===== src/rtl/if_resp_buffer_pkg.sv =====
// Shared definitions for the fetch response buffer: bus layout, reset level, pair packing.
`timescale 1ns/1ps
package if_resp_buffer_pkg;

    localparam int FETCH_BUS_W = 64;
    localparam int PC_HI       = 63;
    localparam int PC_LO       = 32;
    localparam int INST_HI     = 31;
    localparam int INST_LO     = 0;

    localparam logic RST_ACTIVE = 1'b1;

    function automatic logic [FETCH_BUS_W-1:0] pack_pair(input logic [31:0] pc,
                                                         input logic [31:0] inst);
        logic [FETCH_BUS_W-1:0] bus;
        bus                  = '0;
        bus[PC_HI:PC_LO]     = pc;
        bus[INST_HI:INST_LO] = inst;
        return bus;
    endfunction

endpackage


===== src/rtl/if_resp_buffer_if.sv =====
// Fetch request/response/ID handshake bundle. Handshakes: a transfer happens in the cycle
// where valid (or fire) and ready are both high; valid never waits on ready.
`timescale 1ns/1ps
interface if_resp_buffer_if;
    import if_resp_buffer_pkg::*;

    logic [31:0]            req_pc;
    logic                   req_fire;
    logic                   req_ready;
    logic                   flush;
    logic                   resp_valid;
    logic [31:0]            resp_inst;
    logic                   out_valid;
    logic                   out_ready;
    logic [FETCH_BUS_W-1:0] out_bus;

    modport slave (
        input  req_pc, req_fire, flush, resp_valid, resp_inst, out_ready,
        output req_ready, out_valid, out_bus
    );

    modport master (
        output req_pc, req_fire, flush, resp_valid, resp_inst, out_ready,
        input  req_ready, out_valid, out_bus
    );

endinterface


===== src/rtl/if_resp_buffer_fetch_fifo.sv =====
// Synchronous FIFO with clear; the head is kept in a register so it holds its last value when empty.
`timescale 1ns/1ps
module fetch_fifo
    import if_resp_buffer_pkg::*;
#(
    parameter int WIDTH = 32,
    parameter int DEPTH = 4
) (
    input  logic                     clk,
    input  logic                     reset,
    input  logic                     clear_i,
    input  logic                     push_i,
    input  logic [WIDTH-1:0]         wdata_i,
    input  logic                     pop_i,
    output logic [$clog2(DEPTH):0]   count_o,
    output logic [WIDTH-1:0]         head_o,
    output logic                     nonempty_o
);

    localparam int PTR_W = $clog2(DEPTH);
    localparam logic [PTR_W:0] FULL_CNT = (PTR_W+1)'(DEPTH);
    localparam logic [PTR_W:0] ONE_CNT  = (PTR_W+1)'(1);

    logic [WIDTH-1:0] mem_q [DEPTH];
    logic [PTR_W-1:0] wr_q, wr_d, rd_q, rd_d;
    logic [PTR_W:0]   count_q, count_d;
    logic [WIDTH-1:0] head_q, head_d;
    logic             nonempty_q;
    logic             do_push, do_pop;

    assign do_pop  = pop_i && (count_q != '0);
    assign do_push = push_i && ((count_q != FULL_CNT) || do_pop);

    always_comb begin
        wr_d    = wr_q;
        rd_d    = rd_q;
        count_d = count_q;
        head_d  = head_q;
        if (clear_i) begin
            wr_d    = '0;
            rd_d    = '0;
            count_d = '0;
        end else begin
            if (do_push) wr_d = wr_q + 1'b1;
            if (do_pop)  rd_d = rd_q + 1'b1;
            case ({do_push, do_pop})
                2'b10:   count_d = count_q + ONE_CNT;
                2'b01:   count_d = count_q - ONE_CNT;
                default: count_d = count_q;
            endcase
            // Head register follows the next entry; a push into an emptying FIFO lands directly.
            if (do_pop) begin
                if (count_q > ONE_CNT)  head_d = mem_q[rd_d];
                else if (do_push)       head_d = wdata_i;
            end else if (do_push && (count_q == '0)) begin
                head_d = wdata_i;
            end
        end
    end

    always_ff @(posedge clk) begin
        if (reset == RST_ACTIVE) begin
            wr_q       <= '0;
            rd_q       <= '0;
            count_q    <= '0;
            head_q     <= '0;
            nonempty_q <= 1'b0;
        end else begin
            wr_q       <= wr_d;
            rd_q       <= rd_d;
            count_q    <= count_d;
            head_q     <= head_d;
            nonempty_q <= (count_d != '0);
        end
    end

    always_ff @(posedge clk) begin
        if (!clear_i && do_push) mem_q[wr_q] <= wdata_i;
    end

    assign count_o    = count_q;
    assign head_o     = head_q;
    assign nonempty_o = nonempty_q;

endmodule


===== src/rtl/if_resp_buffer.sv =====
// Pairs issued fetch PCs with returning instruction words and buffers {pc, inst} for ID.
// Optional same-cycle bypass when IF_RESP_BYPASS_EN is defined.
`timescale 1ns/1ps
module if_resp_buffer
    import if_resp_buffer_pkg::*;
#(
    parameter int DEPTH = 4,
    parameter int PTR_W = $clog2(DEPTH)
) (
    input  logic            clk,
    input  logic            reset,
    if_resp_buffer_if.slave bus
);

    localparam int SUM_W = PTR_W + 3;

    logic [PTR_W:0]         pend_cnt, out_cnt;
    logic [PTR_W:0]         discard_q, discard_d, flush_sum;
    logic [31:0]            pend_head;
    logic [FETCH_BUS_W-1:0] out_head, resp_pair;
    logic                   pend_nonempty, out_nonempty;
    logic [SUM_W-1:0]       credit_used;
    logic                   req_ready, req_acc, resp_take, bypass;
    logic                   pend_push, out_push, out_pop;

    // Every issued request holds a credit until its pair leaves or its stale word is dropped.
    assign credit_used = SUM_W'(pend_cnt) + SUM_W'(out_cnt) + SUM_W'(discard_q);
    assign req_ready   = credit_used < SUM_W'(DEPTH);
    assign req_acc     = bus.req_fire && req_ready;

    assign resp_take = bus.resp_valid && !bus.flush && (discard_q == '0) && pend_nonempty;
    assign resp_pair = pack_pair(pend_head, bus.resp_inst);

`ifdef IF_RESP_BYPASS_EN
    assign bypass = resp_take && !out_nonempty && bus.out_ready;
`else
    assign bypass = 1'b0;
`endif

    assign pend_push = req_acc && !bus.flush;
    assign out_push  = resp_take && !bypass;
    assign out_pop   = out_nonempty && bus.out_ready;

    always_comb begin
        discard_d = discard_q;
        flush_sum = discard_q + pend_cnt + {{PTR_W{1'b0}}, req_acc};
        if (bus.flush) begin
            // A word arriving during the flush answers the oldest outstanding request.
            if (bus.resp_valid && (flush_sum != '0)) discard_d = flush_sum - 1'b1;
            else                                     discard_d = flush_sum;
        end else if (bus.resp_valid && (discard_q != '0)) begin
            discard_d = discard_q - 1'b1;
        end
    end

    always_ff @(posedge clk) begin
        if (reset == RST_ACTIVE) discard_q <= '0;
        else                     discard_q <= discard_d;
    end

    fetch_fifo #(.WIDTH(32), .DEPTH(DEPTH)) u_pend_fifo (
        .clk        (clk),
        .reset      (reset),
        .clear_i    (bus.flush),
        .push_i     (pend_push),
        .wdata_i    (bus.req_pc),
        .pop_i      (resp_take),
        .count_o    (pend_cnt),
        .head_o     (pend_head),
        .nonempty_o (pend_nonempty)
    );

    fetch_fifo #(.WIDTH(FETCH_BUS_W), .DEPTH(DEPTH)) u_out_fifo (
        .clk        (clk),
        .reset      (reset),
        .clear_i    (bus.flush),
        .push_i     (out_push),
        .wdata_i    (resp_pair),
        .pop_i      (out_pop),
        .count_o    (out_cnt),
        .head_o     (out_head),
        .nonempty_o (out_nonempty)
    );

    assign bus.req_ready = req_ready;
`ifdef IF_RESP_BYPASS_EN
    assign bus.out_valid = out_nonempty || bypass;
    assign bus.out_bus   = bypass ? resp_pair : out_head;
`else
    assign bus.out_valid = out_nonempty;
    assign bus.out_bus   = out_head;
`endif

endmodule


===== src/flat_wrapper.sv =====
// flat-port wrapper written by rule: the top's interface ports become plain ports
module if_resp_buffer_flat import if_resp_buffer_pkg::*;
#(
    parameter int DEPTH = 4,
    parameter int PTR_W = $clog2(DEPTH)
)
  (clk, reset, bus_req_pc, bus_req_fire, bus_flush, bus_resp_valid, bus_resp_inst, bus_out_ready, bus_req_ready, bus_out_valid, bus_out_bus);
  if_resp_buffer_if bus_i ();
  input  logic clk;
  input  logic reset;
  input wire logic [$bits(bus_i.req_pc)-1:0] bus_req_pc;
  input wire logic [$bits(bus_i.req_fire)-1:0] bus_req_fire;
  input wire logic [$bits(bus_i.flush)-1:0] bus_flush;
  input wire logic [$bits(bus_i.resp_valid)-1:0] bus_resp_valid;
  input wire logic [$bits(bus_i.resp_inst)-1:0] bus_resp_inst;
  input wire logic [$bits(bus_i.out_ready)-1:0] bus_out_ready;
  output wire logic [$bits(bus_i.req_ready)-1:0] bus_req_ready;
  output wire logic [$bits(bus_i.out_valid)-1:0] bus_out_valid;
  output wire logic [$bits(bus_i.out_bus)-1:0] bus_out_bus;
  assign bus_i.req_pc = bus_req_pc;
  assign bus_i.req_fire = bus_req_fire;
  assign bus_i.flush = bus_flush;
  assign bus_i.resp_valid = bus_resp_valid;
  assign bus_i.resp_inst = bus_resp_inst;
  assign bus_i.out_ready = bus_out_ready;
  assign bus_req_ready = bus_i.req_ready;
  assign bus_out_valid = bus_i.out_valid;
  assign bus_out_bus = bus_i.out_bus;
  if_resp_buffer #(.DEPTH(DEPTH), .PTR_W(PTR_W)) u_core (.clk(clk), .reset(reset), .bus(bus_i));
endmodule

===== config.mk =====
export PLATFORM = sky130hd
export DESIGN_NAME = if_resp_buffer_flat
export DESIGN_NICKNAME = d
export VERILOG_FILES = /design/src/rtl/if_resp_buffer_pkg.sv /design/src/rtl/if_resp_buffer_if.sv /design/src/rtl/if_resp_buffer_fetch_fifo.sv /design/src/rtl/if_resp_buffer.sv /design/src/flat_wrapper.sv
export SDC_FILE = /design/constraint.sdc
export NUM_CORES = 1
export LEC_CHECK = 0
export BUFFER_PORTS_ARGS = -buffer_cell sky130_fd_sc_hd__buf_2
export CORE_UTILIZATION = 40
export CTS_BUF_LIST = sky130_fd_sc_hd__clkbuf_16
export CTS_CLUSTER_SIZE = 30
export DETAILED_ROUTE_END_ITERATION = 12
export PLACE_DENSITY = 0.66
export SYNTH_ARGS = -nofsm -noshare
export SYNTH_HDL_FRONTEND = slang
export SYNTH_SLANG_ARGS = --single-unit

===== constraint.sdc =====
create_clock -name clk -period 3.8 [get_ports clk]
set_clock_uncertainty 0.05 [all_clocks]
set_input_delay 0.76 -clock clk [delete_from_list [all_inputs] [get_ports clk]]
set_output_delay 0.76 -clock clk [all_outputs]
set_load 0.05 [all_outputs]

# Word-level counts from Yosys, hierarchy flattened
# Memory sizes are Yosys's and may differ from the RTL's.
# Index checks and enable logic that the tools add are counted.
classes:
  add_sub_neg: 14
  magnitude_cmp: 3
  eq_ne: 8
  muxes: 23
  n_bitwise: 1
  n_reduce_logical: 34
op_table:
  columns: ["cell", "count"]
  rows:
  - ["2-to-1 mux 64 bit", 4]
  - ["2-to-1 mux 32 bit", 4]
  - ["nonzero test 3 bit", 6]
  - ["logical AND 1 bit", 16]
  - ["2-to-1 mux 3 bit", 5]
  - ["case mux 3 bit (2 select lines)", 2]
  - ["subtractor 3 x 1 -> 3 bit (second input constant)", 4]
  - ["logical NOT 3 bit", 3]
  - ["adder 2 x 1 -> 2 bit (second input constant)", 4]
  - ["2-to-1 mux 2 bit", 4]
  - ["adder 3 x 1 -> 3 bit (second input constant)", 2]
  - ["> comparator 3 x 1 -> 1 bit (second input constant)", 2]
  - ["inequality test 3 x 2 -> 1 bit (second input constant)", 2]
  - ["inequality test 3 bit (second input constant)", 2]
  - ["AND reduction 3 bit", 2]
  - ["nonzero test 2 bit", 3]
  - ["adder 5 x 3 -> 5 bit", 1]
  - ["less-than comparator 5 x 3 -> 1 bit (second input constant)", 1]
  - ["adder 3 x 3 -> 4 bit", 1]
  - ["== test 2 x 1 -> 1 bit (second input constant)", 2]
  - ["== test 2 bit (second input constant)", 2]
  - ["2-to-1 mux 1 bit", 4]
  - ["adder 3 x 1 -> 3 bit", 1]
  - ["adder 3 bit", 1]
  - ["other kinds (4)", 5]
totals:
  register_bits: 115
  ramBits: 384
  in_bits: 70
  output_inout_bits: 66
  word_cells: 96
  n_memories: 2
memory_table:
  columns: ["memory", "depth", "width", "read_ports", "rd_ports_with_merged_regs", "wr", "line_no", "text"]
  rows:
  - ["u_core.u_out_fifo.mem_q", 4, 64, 1, 0, 1, "if_resp_buffer_fetch_fifo.sv:24", "logic [WIDTH-1:0] mem_q [DEPTH];"]
  - ["u_core.u_pend_fifo.mem_q", 4, 32, 1, 0, 1, "if_resp_buffer_fetch_fifo.sv:24", null]

# Longest topological paths before layout
depth:
  word_depth: 11
  ltp_mapped: 17
  ltp_nobuf: 17

# Modules after synthesis
# Synthesis repeated with hierarchy kept, for this count alone.
unflattened:
  hier_cells: 1905
  hier_area_um2: 22880.7
by_module_without_submodules:
  columns: ["mod", "n_inst", "cells_each", "area_per_inst_um2", "seq_area_each_um2"]
  rows:
  - ["fetch_fifo (u_core.u_out_fifo)", 1, 1278, 14455.1, 9128.8]
  - ["fetch_fifo (u_core.u_pend_fifo)", 1, 569, 7933.9, 4644.5]
  - ["if_resp_buffer", 1, 58, 491.7, 60.1]

# Worst setup path after synthesis
# OpenSTA, ideal clock, no wires.
synth_timing:
  path_kind: "flip-flop to flip-flop"
  startpoint: "register u_core.u_pend_fifo.count_q[0] (netlist: u_core.u_pend_fifo.count_o[0])"
  endpoint: "register u_core.discard_q[2]"
  setup_time_ns: 0.086
  arrival_time_ns: 4.107
  required_time_ns: 3.664
  path_slack_ns: -0.442
  path_stages_with_launch: 17
  n_path_buf: 0
  synth_period_minus_slack_ns: 4.242
  path_cell_list: "dfxtp_1 ha_1 fa_1 xor2_1 ha_1 nor4_2 o211a_1 and2_1 fa_1 inv_1 fa_1 xnor2_1 xnor2_1 ha_1 nand2b_1 mux2_2 a211oi_1"
synth_via:
  elab_chain_len: 9
  word_cells_on_any_way: 11
  cone_classes: "add/sub: 5; order compare: 1; mux: 2; reduce/logical: 3"
synth_rtl:
  columns: ["element", "line_no", "text"]
  rows:
  - ["from (decl)", "if_resp_buffer_fetch_fifo.sv:26", "logic [PTR_W:0] count_q, count_d;"]
  - ["from (signal assigned)", "if_resp_buffer_fetch_fifo.sv:71", "count_q <= count_d;"]
  - ["adder 3 x 3 -> 4 bit (*)", "if_resp_buffer.sv:27", "assign credit_used = SUM_W'(pend_cnt) + SUM_W'(out_cnt) + SUM_W'(discard_q);"]
  - ["adder 5 x 3 -> 5 bit (*)", "if_resp_buffer.sv:27", null]
  - ["less-than comparator 5 x 3 -> 1 bit (*)", "if_resp_buffer.sv:28", "assign req_ready = credit_used < SUM_W'(DEPTH);"]
  - ["named net bus_req_ready", "flat_wrapper.sv:17", "output wire logic [$bits(bus_i.req_ready)-1:0] bus_req_ready;"]
  - ["logical AND 1 bit (*)", "if_resp_buffer.sv:29", "assign req_acc = bus.req_fire && req_ready;"]
  - ["adder 3 x 1 -> 3 bit (*)", "if_resp_buffer.sv:46", "flush_sum = discard_q + pend_cnt + {{PTR_W{1'b0}}, req_acc};"]
  - ["branches (longest 2 deep; another with subtractor 3 x 1 -> 3 bit)", null, null]
  - ["2-to-1 mux 3 bit (*)", "if_resp_buffer.sv:49", "if (bus.resp_valid && (flush_sum != '0)) discard_d = flush_sum - 1'b1;"]
  - ["2-to-1 mux 3 bit (*)", "if_resp_buffer.sv:47", "if (bus.flush) begin"]
  - ["to (signal assigned)", "if_resp_buffer.sv:58", "else discard_q <= discard_d;"]
  - ["to (decl)", "if_resp_buffer.sv:18", "logic [PTR_W:0] discard_q, discard_d, flush_sum;"]
# Mark *: on every way through the listed nets, which the timed path passes.
# A chain may end at the register's enable or synchronous reset.

# Worst setup path after layout
layout_timing:
  startpoint: "register u_core.u_out_fifo.count_q[0] (netlist: u_core.u_out_fifo.count_o[0])"
  endpoint: "register u_core.discard_q[2]"
layout_via:
  elab_chain_len: 9
  word_cells_on_any_way: 10
  cone_classes: "add/sub: 4; order compare: 1; mux: 2; reduce/logical: 3"
layout_rtl:
  columns: ["element", "line_no"]
  rows:
  - ["from (decl)", "if_resp_buffer_fetch_fifo.sv:26"]
  - ["from (signal assigned)", "if_resp_buffer_fetch_fifo.sv:71"]
  - ["adder 3 x 3 -> 4 bit (*)", "if_resp_buffer.sv:27"]
  - ["adder 5 x 3 -> 5 bit (*)", "if_resp_buffer.sv:27"]
  - ["less-than comparator 5 x 3 -> 1 bit (*)", "if_resp_buffer.sv:28"]
  - ["logical AND 1 bit (*)", "if_resp_buffer.sv:29"]
  - ["adder 3 x 1 -> 3 bit (*)", "if_resp_buffer.sv:46"]
  - ["branches (longest 2 deep; another with subtractor 3 x 1 -> 3 bit)", null]
  - ["2-to-1 mux 3 bit (*)", "if_resp_buffer.sv:49"]
  - ["2-to-1 mux 3 bit (*)", "if_resp_buffer.sv:47"]
# Every way passes the cells marked *.

==> results.ini <==
[die]
initial_core_util_pct=40.7
dieWidth_um=237
core_area_um2=54100
die_h_um=237
rows=85
pin_count=136
die_area_um2=56000

[worst_setup_path]
crit_fanout=3
endpoint_kind=flip-flop
cp.arrival_ps=4220
startpoint_type=flip-flop
crit_type=reg2reg
critPathRequiredTime_ps=4270
ff2ff_path_depth=15

[layout]
syn2layout_area_growth_pct=14.7
nets=1810
final_common_cell=edfxtp_1
most-common-layout-cells=384 x edfxtp_1, 176 x nor2_1, 134 x buf_2, 110 x dfxtp_1, 109 x nand2_1
drive_gt1_share_pct=25.2
nFillCells=4696
final_util_pct=46.7
regArea_um2=13800
multiInputGateArea_um2=7500

[place]
dpl.hpwl_mm=30.9
place.gp.congestion=0.761
portBuffers=135
dp_slack_ps=37.1

[cts]
cts_inserted_buffers=51
cts_sinks=499
clkTransAtPathRegs_ps=60
clk_path_buf_depth=3
htreeDepth=2
cts_setup_buffers=0
clk_latency_ps=620
tritoncts=done
cts_root_buf=clkbuf_16

[run]
maxCapViolCount=0

[power_and_ir_drop]
power_leakage_nw=8.28
pwr-share-clk_pct=42.6
sw_frac_of_total_pct=22.1
irDropWorstVdd_mv=0.364
p_per_area_nw_per_um2=454
p_int_mw=8.94
power_switching_mw=2.54
pwr-share-comb_pct=4.8
seqPwrFrac_pct=52.6

[drt]
wire_per_inst_um=20.8
drc_errors=0
drtIter0Drc=854
dr.pass1.iters=5
routed_wl_mm=51.1
viasPerCell=5.66
route.vias.total=13900
detail-route-antenna-nets=0

[synth]
syn-cell-area_um2=22000
synthCells=1606
synth_edf_count=384
synth-main-ff-cell=edfxtp_1
ys_types=62
synth-async-reset-ratio_pct=0
syn_nets=1703
synthesis.yosys.warnings=0
synth_area_per_cell_um2=13.7
ys_ff_latch=499
ys_seq_area_share_pct=62.8

[timing]
rsz0062_at_grt=true
fmax_ghz=0.267
slew_violations=0
setup_violations=0
period_minus_slack_ps=3750
worst_pin_slew_ps=950
finalCritPeriodShare_pct=98.6
timing.final.ws_setup_ps=52.5
hold_viol=0
max_slew_margin_pct=36.5

[run_status]
status=finished clean

[global_routing]
grt_util_all_layers_pct=18.1
overflow=0
grt_first_pass_wirelength_mm=79.2
grt_antenna_before_repair=7
grt_max_degree=64
first_global_vias=13900

[hold_path]
hold_depth=1
min_path_type=in2reg

[worst paths after layout]
path	startpoint	endpoint	slack (ps)
max reg2reg	u_core.u_out_fifo.count_o[0]	u_core.discard_q[2]	50
max	u_core.u_out_fifo.count_o[0]	u_core.discard_q[2]	50
min reg2reg	u_core.u_out_fifo.head_o[12]	u_core.u_out_fifo.head_o[12]	440
min	bus_req_pc[12]	u_core.u_pend_fifo.mem_q[2][12]	330
[metrics by stage]
step | hold slack (ps) | cells | cell area [um^2] | TNS [ps] | power, mW
4_1_cts | 296 | 2452 | 25300 | 0 | 11.6
6_report | 330 | 2454 | 25300 | 0 | 11.5
2_1_floorplan | 425 | 1606 | 22100 | 0 | 6.50
5_1_grt | 309 | 2453 | 25300 | -59.5 | 11.9
3_3_place_gp | 434 | 2356 | 23600 | 0 | 6.68
3_5_place_dp | 439 | 2356 | 23600 | 0 | 6.71
[area by class of cell]
type,count,area share [%]
inverter,15,0.223
timing repair buffer,187,5.32
clock buffer,51,5.05
multi-input combinational,959,29.7
antenna,2,0.0198
sequential,499,54.8
tap,696,3.45
clock inverter,45,1.49
[flip-flops by register name (all words and copies together) (netlist names), 3 cells and up]
name	flops
u_core.u_out_fifo.head_o	64
u_core.discard_q	3
u_core.u_pend_fifo.head_o	32
u_core.u_out_fifo.mem_q	256
u_core.u_out_fifo.count_o	3
u_core.u_pend_fifo.count_o	3
u_core.u_pend_fifo.mem_q	128
[cell families (layout without fill, tap and decap cells)]
logic type | after synthesis | in the layout | synth area share (%)
adders and majority gates | 28 | 28 | 1.68
muxes | 132 | 132 | 9.97
buffers and inverters | 148 | 298 | 3.77
xor gates and xnor gates | 14 | 14 | 0.556
other | 0 | 2 | 0
DFF | 499 | 499 | 62.8
AOI/OAI and AO/OA | 306 | 306 | 11.1
and+or+nand+nor | 479 | 479 | 10.1
[critical path: stages (launching register included)]
cell and delay (ps):
dfxtp_2 340, ha_4 160, fa_2 330, xor2_1 170, ha_2 350, nor4_4 40
o211a_4 140, and2_4 130, fa_1 360, inv_1 100, fa_2 450, ha_1 210
ha_2 170, nand2b_4 160, mux2_4 310, a211oi_2 210
[cell usage after synthesis (9+ instances only)]
master / instances / area (um^2)
or3_1: 34 / 213
o22ai_1: 33 / 206
buf_2: 29 / 145
mux4_2: 61 / 1370
nor2_1: 176 / 661
a311oi_1: 65 / 569
a21oi_1: 43 / 215
nor3_1: 68 / 340
o21ai_0: 9 / 45.0
buf_6: 10 / 113
edfxtp_1: 384 / 11500
mux2_1: 9 / 101
clkbuf_1: 70 / 263
o221ai_1: 62 / 543
inv_1: 15 / 56.3
mux2_2: 56 / 631
ha_1: 24 / 300
and2_1: 72 / 450
a211oi_2: 29 / 363
nand2_1: 109 / 409
a211oi_1: 40 / 300
dfxtp_1: 115 / 2300
xnor2_1: 11 / 96.3
[repair_timing]
action | in CTS | in global routing
hold buffers | 0 | 0
setup endpoints to repair | 0 | 2
resized for setup | 0 | 3
[power by group through the flow]
stage	Clock (mW)	Combinational, mW	Sequential, mW
6_report	4.88	0.554	6.04
5_1_grt	5.20	0.614	6.04
4_1_cts	5.01	0.560	6.03
3_5_place_dp	0	0.558	6.15
3_3_place_gp	0	0.535	6.14
2_1_floorplan	0	0.349	6.15
[metal layers]
metal | track usage, % | routed length, um | up-vias
met5 | 0 | 80 | -
met4 | 5.98 | 1090 | 12
met3 | 3.44 | 2640 | 82
met2 | 30.5 | 25200 | 350
met1 | 23.5 | 22100 | 6985
li1 | - | - | 6451
No activity file was read; power rests on OpenSTA's default activity.
